File: config.mk
export PLATFORM = sky130hd
export DESIGN_NAME = regfile_sb
export DESIGN_NICKNAME = d
export VERILOG_FILES = /design/src/rtl/regfile_sb.sv
export SDC_FILE = /design/constraint.sdc
export NUM_CORES = 1
export LEC_CHECK = 0
export CAP_MARGIN = 40
export CORE_MARGIN = 2
export CORE_UTILIZATION = 40
export CTS_CLUSTER_SIZE = 10
export DETAILED_ROUTE_END_ITERATION = 8
export GPL_ROUTABILITY_DRIVEN = 0
export SLEW_MARGIN = 5
export SYNTH_ARGS = -nofsm -noshare
export SYNTH_HDL_FRONTEND = slang
export SYNTH_SLANG_ARGS = --single-unit
File: constraint.sdc
create_clock -name clk -period 8.2 [get_ports clk]
set_input_delay 2.46 -clock clk [delete_from_list [all_inputs] [get_ports clk]]
set_output_delay 2.46 -clock clk [all_outputs]
set_load 0.05 [all_outputs]
File: src/rtl/regfile_sb.sv
// Register file with write-to-read bypass, optional hardwired-zero R0 and a per-register
// busy scoreboard that raises a combinational hazard for decode.
module regfile_sb #(
    parameter int unsigned DATA_W   = 16,
    parameter int unsigned ADDR_W   = 4,
    parameter bit          BYPASS   = 1'b1,
    parameter bit          ZERO_REG = 1'b0
) (
    input  logic                   clk,
    input  logic                   rst_n,
    input  logic [ADDR_W-1:0]      rs1,
    input  logic [ADDR_W-1:0]      rs2,
    input  logic [ADDR_W-1:0]      blz_rs1,
    input  logic                   rs1_en,
    input  logic                   rs2_en,
    input  logic                   blz_en,
    output logic [DATA_W-1:0]      rs1_data,
    output logic [DATA_W-1:0]      rs2_data,
    output logic                   rs_less_zero,
    input  logic                   rf_wr,
    input  logic [ADDR_W-1:0]      rd,
    input  logic [DATA_W-1:0]      rf_wdata,
    input  logic                   iss_valid,
    input  logic [ADDR_W-1:0]      iss_rd,
    input  logic                   flush,
    output logic                   hazard,
    output logic [2**ADDR_W-1:0]   busy_vec
);

    localparam int unsigned NREGS = 2**ADDR_W;

    logic [DATA_W-1:0] regs [NREGS];
    logic [NREGS-1:0]  busy;
    logic [NREGS-1:0]  busy_nxt;
    logic              wr_ok;
    logic              set_ok;
    logic              fwd1;
    logic              fwd2;
    logic              fwd_blz;
    logic [DATA_W-1:0] blz_val;

    function automatic logic is_zero(input logic [ADDR_W-1:0] idx);
        return ZERO_REG && (idx == '0);
    endfunction

    // Writes to a hardwired-zero R0 are dropped everywhere, including the bypass path.
    assign wr_ok   = rf_wr && !is_zero(rd);
    assign fwd1    = BYPASS && wr_ok && (rd == rs1);
    assign fwd2    = BYPASS && wr_ok && (rd == rs2);
    assign fwd_blz = BYPASS && wr_ok && (rd == blz_rs1);

    assign rs1_data     = fwd1    ? rf_wdata : regs[rs1];
    assign rs2_data     = fwd2    ? rf_wdata : regs[rs2];
    assign blz_val      = fwd_blz ? rf_wdata : regs[blz_rs1];
    assign rs_less_zero = blz_val[DATA_W-1];

    // A busy source is not a hazard when its producer is writing back this cycle and is forwarded.
    always_comb begin
        hazard = 1'b0;
        if (rs1_en && busy[rs1] && !fwd1)        hazard = 1'b1;
        if (rs2_en && busy[rs2] && !fwd2)        hazard = 1'b1;
        if (blz_en && busy[blz_rs1] && !fwd_blz) hazard = 1'b1;
        if (iss_valid && busy[iss_rd])           hazard = 1'b1;
    end

    assign set_ok = iss_valid && !hazard && !is_zero(iss_rd);

    // Priority flush > set > clear > hold; set applied last so it overrides a same-index clear.
    always_comb begin
        busy_nxt = busy;
        if (flush) begin
            busy_nxt = '0;
        end else begin
            if (rf_wr)  busy_nxt[rd]     = 1'b0;
            if (set_ok) busy_nxt[iss_rd] = 1'b1;
        end
    end

    always_ff @(posedge clk or negedge rst_n) begin
        if (!rst_n) begin
            busy <= '0;
        end else begin
            busy <= busy_nxt;
        end
    end

    always_ff @(posedge clk or negedge rst_n) begin
        if (!rst_n) begin
            for (int i = 0; i < int'(NREGS); i++) regs[i] <= '0;
        end else if (wr_ok) begin
            regs[rd] <= rf_wdata;
        end
    end

    assign busy_vec = busy;

endmodule

# Word-level counts from Yosys, hierarchy flattened
# Cells that the tools add are included.
# W data, S select, Z words.
[op_classes] n_eq_ne=3 n_bitwise=7 muxes=35 n_reduce_logical=18 n_mul=0 shifts=0 n_div=0 addsub=0 order_cmp=12
[op_table] operator="$bwmux W256" n=1
[op_table] operator="$mux W16" n=14
[op_table] operator="$bmux W16 S4" n=3
[op_table] operator="$demux W16 S4" n=1
[op_table] operator="$lt A4 B5 Y1 const B" n=5
[op_table] operator="$ge A5 B5 Y1 const B" n=4
[op_table] operator="$not A4 Y5" n=4
[op_table] operator="$and A16 B16 Y16" n=1
[op_table] operator="$bmux W1 S4" n=4
[op_table] operator="$not A16 Y16" n=1
[op_table] operator="$or A16 B16 Y16" n=1
[op_table] operator="$logic_and A1 B1 Y1" n=14
[op_table] operator="$eq A4 B4 Y1" n=3
[op_table] operator="$mux W1" n=10
[op_table] operator="$demux W1 S4" n=2
[op_table] operator="$ge A4 B1 Y1 const B" n=2
[op_table] operator="$lt A5 B1 Y1 const B" n=1
[op_table] operator="$logic_not A1 Y1" n=4
[totals] elab_cells=92 ram_bits=0 mem_bits_ro=0 latchBits=0 out_inout_bits=50 n_memories=0 reg_bits=272

# Logic depth before layout (Yosys ltp)
# Gate-level depths: netlist of the first run.
[depth] ltp_word=12 ltp_mapped=9 ltp_nobuf=6

# Worst setup path after synthesis of the first run
# OpenSTA, ideal clock, no wires.
[synth_path] kind="input port to output port" start="in rs1[1]" end="out rs1_data[10]" cell_stages=5 setup_slack_ns=1.426 arrival_time_ns=4.314 n_path_buf=2 cell_sequence="clkbuf_1 > buf_1 > mux4_2 > mux4_2 > mux2_2"
[synth_via] elab_chain_len=5
[synth_lines] element="from (decl)" line_no="11" rtl="input logic [ADDR_W-1:0] rs1,"
[synth_lines] element="$not A4 Y5 (implied by the code)" line_no="52" rtl="assign rs1_data = fwd1 ? rf_wdata : regs[rs1];"
[synth_lines] element="$bmux W16 S4" line_no="52"
[synth_lines] element="$mux W16 (implied by the code) (2 in series)" line_no="52"
[synth_lines] element="$mux W16 *" line_no="52"
[synth_lines] element="to (decl)" line_no="17" rtl="output logic [DATA_W-1:0] rs1_data,"
# Every way passes the cells marked *; elsewhere a longest branch is shown, timed or not. The select of a mux whose other input is x is not followed.

# Worst setup path after layout of the first run
[layout_path] start="in blz_rs1[0]" end="out rs_less_zero"
[layout_via] elab_chain_len=5
[layout_lines] element="from (decl)" line_no="13" rtl="input logic [ADDR_W-1:0] blz_rs1,"
[layout_lines] element="$not A4 Y5 (implied by the code)" line_no="54" rtl="assign blz_val = fwd_blz ? rf_wdata : regs[blz_rs1];"
[layout_lines] element="$bmux W16 S4" line_no="54"
[layout_lines] element="$mux W16 (implied by the code) (2 in series)" line_no="54"
[layout_lines] element="$mux W16 *" line_no="54"
[layout_lines] element="to (decl)" line_no="19" rtl="output logic rs_less_zero,"
# Marks and branches as above.

==> summary.md, run 1 <==
| Metric | Value |
|---|---|
| Synth unique cells | `40` |
| CTS tree | `built` |
| Syn nets | `999` |
| Post-Layout Cell Count | `1545` |
| RSZ-0062 raised after global routing | `false` |
| Post-synthesis cell count | `955` |
| Synth Warn # | `0` |
| Max Cap Viol | `0` |
| Largest net degree at the start of global routing | `109` |
| Critical Path Fanout Max | `5` |
| Hold Crit Class | `reg -> reg` |
| DIE AREA | `40100 um2` |
| Slew @ Worst Pin | `0.901 ns` |
| Antenna violations before repair | `0` |
| Fin crit period | `7.55 ns` |
| Worst R2R Start | `busy_vec[1]` |
| Clk root buf | `clkbuf_16` |
| Nets | `1075` |
| Clk slew on worst S/H paths | `0.05 ns` |
| Max VDD drop | `0.000162 V` |
| Max Buffers Root-to-Sink | `3` |
| Post-Syn Area | `15400 um2` |
| Critical Path RT | `5.74 ns` |
| Post-cts resize count | `0` |
| DRC violations left | `0` |
| Worst-Skew Late Latency | `0.56 ns` |
| DR pass1 iterations | `5` |
| Slowest cell on the critical path | `clkdlybuf4s50_1` |
| CP startpoint kind | `input pin` |
| H-tree levels | `1` |
| Top achievable clock speed | `132 MHz` |
| Cells on worst reg2reg path | `6` |
| Core Footprint | `37800 um2` |
| Termination of the worst setup path | `rs_less_zero` |
| Pwr Density | `246 nW/um2` |
| Post-CTS Setup Inserts | `0` |
| R2r setup slk | `5.97 ns` |
| Top cell family by delay on the critical path | `buffers and inverters` |
| Commonest cells after routing, fill and taps aside | `mux2_2, dfrtp_1, mux4_2` |
| DR iter-0 viols | `601` |
| Max Slew Vio Count | `0` |
| All-Layer GR Usage | `21.3%` |
| DP Wirelength | `27000 um` |
| Flops & latches, synth | `272` |
| FP Rows | `71` |
| N_diodes | `0` |
| Grt ovf | `0` |
| Die height | `200 um` |
| Hold Violations, Final | `0` |
| Crit path arrival time | `5.09 ns` |
| Setup violations, final | `0` |
| Worst setup EP type | `output port` |
| Reg2reg end | `busy_vec[11]` |
| Io pins | `94` |
| Global-route wire length before repair | `64500 um` |
| Status | `finished clean` |
| Seq/Total Area, Yosys | `44.2%` |
| Final period util | `92.1%` |
| Crit path from | `blz_rs1[0]` |
| Remaining antenna violation count after routing | `0` |
| Setup Skew | `0.0105 ns` |
| Via density | `6.05` |
| Vias in the first global route | `9748` |
| Routed WL per cell | `27.4 um` |
| DRT Wirelength | `42300 um` |
| Most common cell after layout, fill and taps aside | `mux2_2` |
| Vias | `9342` |
| Crit. path cell count | `5` |
| Initial Utilization | `40.8%` |
| Slew headroom | `39.7%` |
| Largest stage delay, worst path | `0.70 ns` |
| Layout cell share with drive strength beyond 1 | `57.0%` |
| Mean Syn Cell Area | `16.1 um2` |
| Critical path type | `in -> out` |
| Number of clock buffers inserted by TritonCTS | `31` |
| Total negative slack | `0 ns` |
| CP Cell Sequence | `clkdlybuf4s50_1, mux4_2, mux4_2, mux2_2, clkdlybuf4s50_1` |
| WP buf/inv | `2` |
| Area Growth Syn to Fin | `14.6%` |
| Hold buffers post-CTS | `0` |
| Die width | `200 um` |
| Leak | `7.06 nW` |
| Clk sinks | `272` |
| Port Buffer Count | `93` |
| # placed instances | `1509` |
[layout make-up]
class	instances	area, um2
inverter	10	37.5
multi-input combinational	585	8110
sequential	272	6810
clock buffer	36	825
fill	3264	20100
timing repair buffer	131	1230
tap	511	639
[synth_stat cells, drive strengths merged]
cell type	count	area share [%]
a22oi	1	0.049
or3b	1	0.057
xnor2	6	0.34
nor3	1	0.032
inv	10	0.24
and2	5	0.20
clkbuf	52	1.3
mux4	175	26
nand2	9	0.22
mux2i	14	0.91
xor2	6	0.34
nor4	1	0.14
dfrtp	272	44
o32a	1	0.073
a31oi	2	0.081
o2111a	1	0.073
o32ai	10	0.57
and3	2	0.081
nand3b	11	0.54
o21ai	6	0.20
a211oi	1	0.049
or3	1	0.041
nand4	4	0.16
nand2b	6	0.24
nor3b	1	0.049
o41ai	1	0.057
nand3	5	0.16
a21oi	2	0.065
nor2b	4	0.16
nor2	13	0.32
o221ai	1	0.057
mux2	293	21
o211ai	1	0.049
buf	36	1.8
[metal layers]
metal  share of wire, %  vias up  track usage, %
met5                  0        -               0
li1                   -     3908               -
met4                1.9        0            4.93
met3                6.3       57            3.77
met1                 44     5074            30.1
met2                 48      303            34.4
[worst min-delay path by stage]
| stage | startpoint | to | slack (ns) | cells past startpoint |
|---|---|---|---|---|
| finish | regs[211] | regs[211] | 0.52 | 1 |
| global placement | regs[198] | regs[198] | 0.50 | 1 |
| detailed placement | regs[211] | regs[211] | 0.51 | 1 |
| global route | regs[202] | regs[202] | 0.54 | 1 |
| floorplan | regs[16] | regs[16] | 0.49 | 1 |
| CTS | regs[211] | regs[211] | 0.52 | 1 |
[power by group]
group	switching, mW	leakage (nW)	internal [mW]
sequential	0.214	3.36	1.64
combinational	0.552	3.29	0.717
clock	0.521	0.406	0.690
[worst reg2reg max path: stages, from the launching register on]
cell and delay, ns:
dfrtp_1 0.47, mux2_2 0.30, mux4_2 0.46, o221ai_1 0.19
o32a_2 0.23, nand4_1 0.25, o32ai_1 0.22
[through the flow]
stage | worst slack [ns] | hold WS (ns) | util [%] | total power, mW | cell area, um2
CTS | 0.624 | 0.521 | 46.7 | 4.37 | 17600
floorplan | 1.43 | 0.490 | - | 2.79 | 15400
detailed placement | 0.637 | 0.508 | 44.6 | 3.15 | 16800
global route | 0.563 | 0.535 | 46.7 | 4.53 | 17600
global placement | 0.664 | 0.500 | 44.5 | 3.12 | 16800
finish | 0.646 | 0.518 | 46.7 | 4.33 | 17600
[flip-flops by register name (all words and copies together), names as in the netlist]
register and flops:
regs 256, busy_vec 16
[cell families (layout without fill, tap and decap cells)]
group / count (synthesis) / count (layout) / synth area share (%)
multiplexers: 482 / 482 / 48.1
flip-flops: 272 / 272 / 44.2
buffers and inverters: 98 / 177 / 3.31
AND/OR/NAND/NOR: 64 / 64 / 2.41
AO/OA/AOI/OAI: 27 / 27 / 1.32
XOR/XNOR: 12 / 12 / 0.683
Power figures use the tool's default switching activity.
==> run 2, diff against run 1 <==
--- a/config.mk
+++ b/config.mk
@@ -10,7 +10,7 @@
 export CORE_UTILIZATION = 40
 export CTS_CLUSTER_SIZE = 10
 export DETAILED_ROUTE_END_ITERATION = 8
-export GPL_ROUTABILITY_DRIVEN = 0
+export GPL_ROUTABILITY_DRIVEN = 1
 export SLEW_MARGIN = 5
 export SYNTH_ARGS = -nofsm -noshare
 export SYNTH_HDL_FRONTEND = slang
==> results of run 2 <==
Final layout, timing and power as in run 1 (identical DEF).
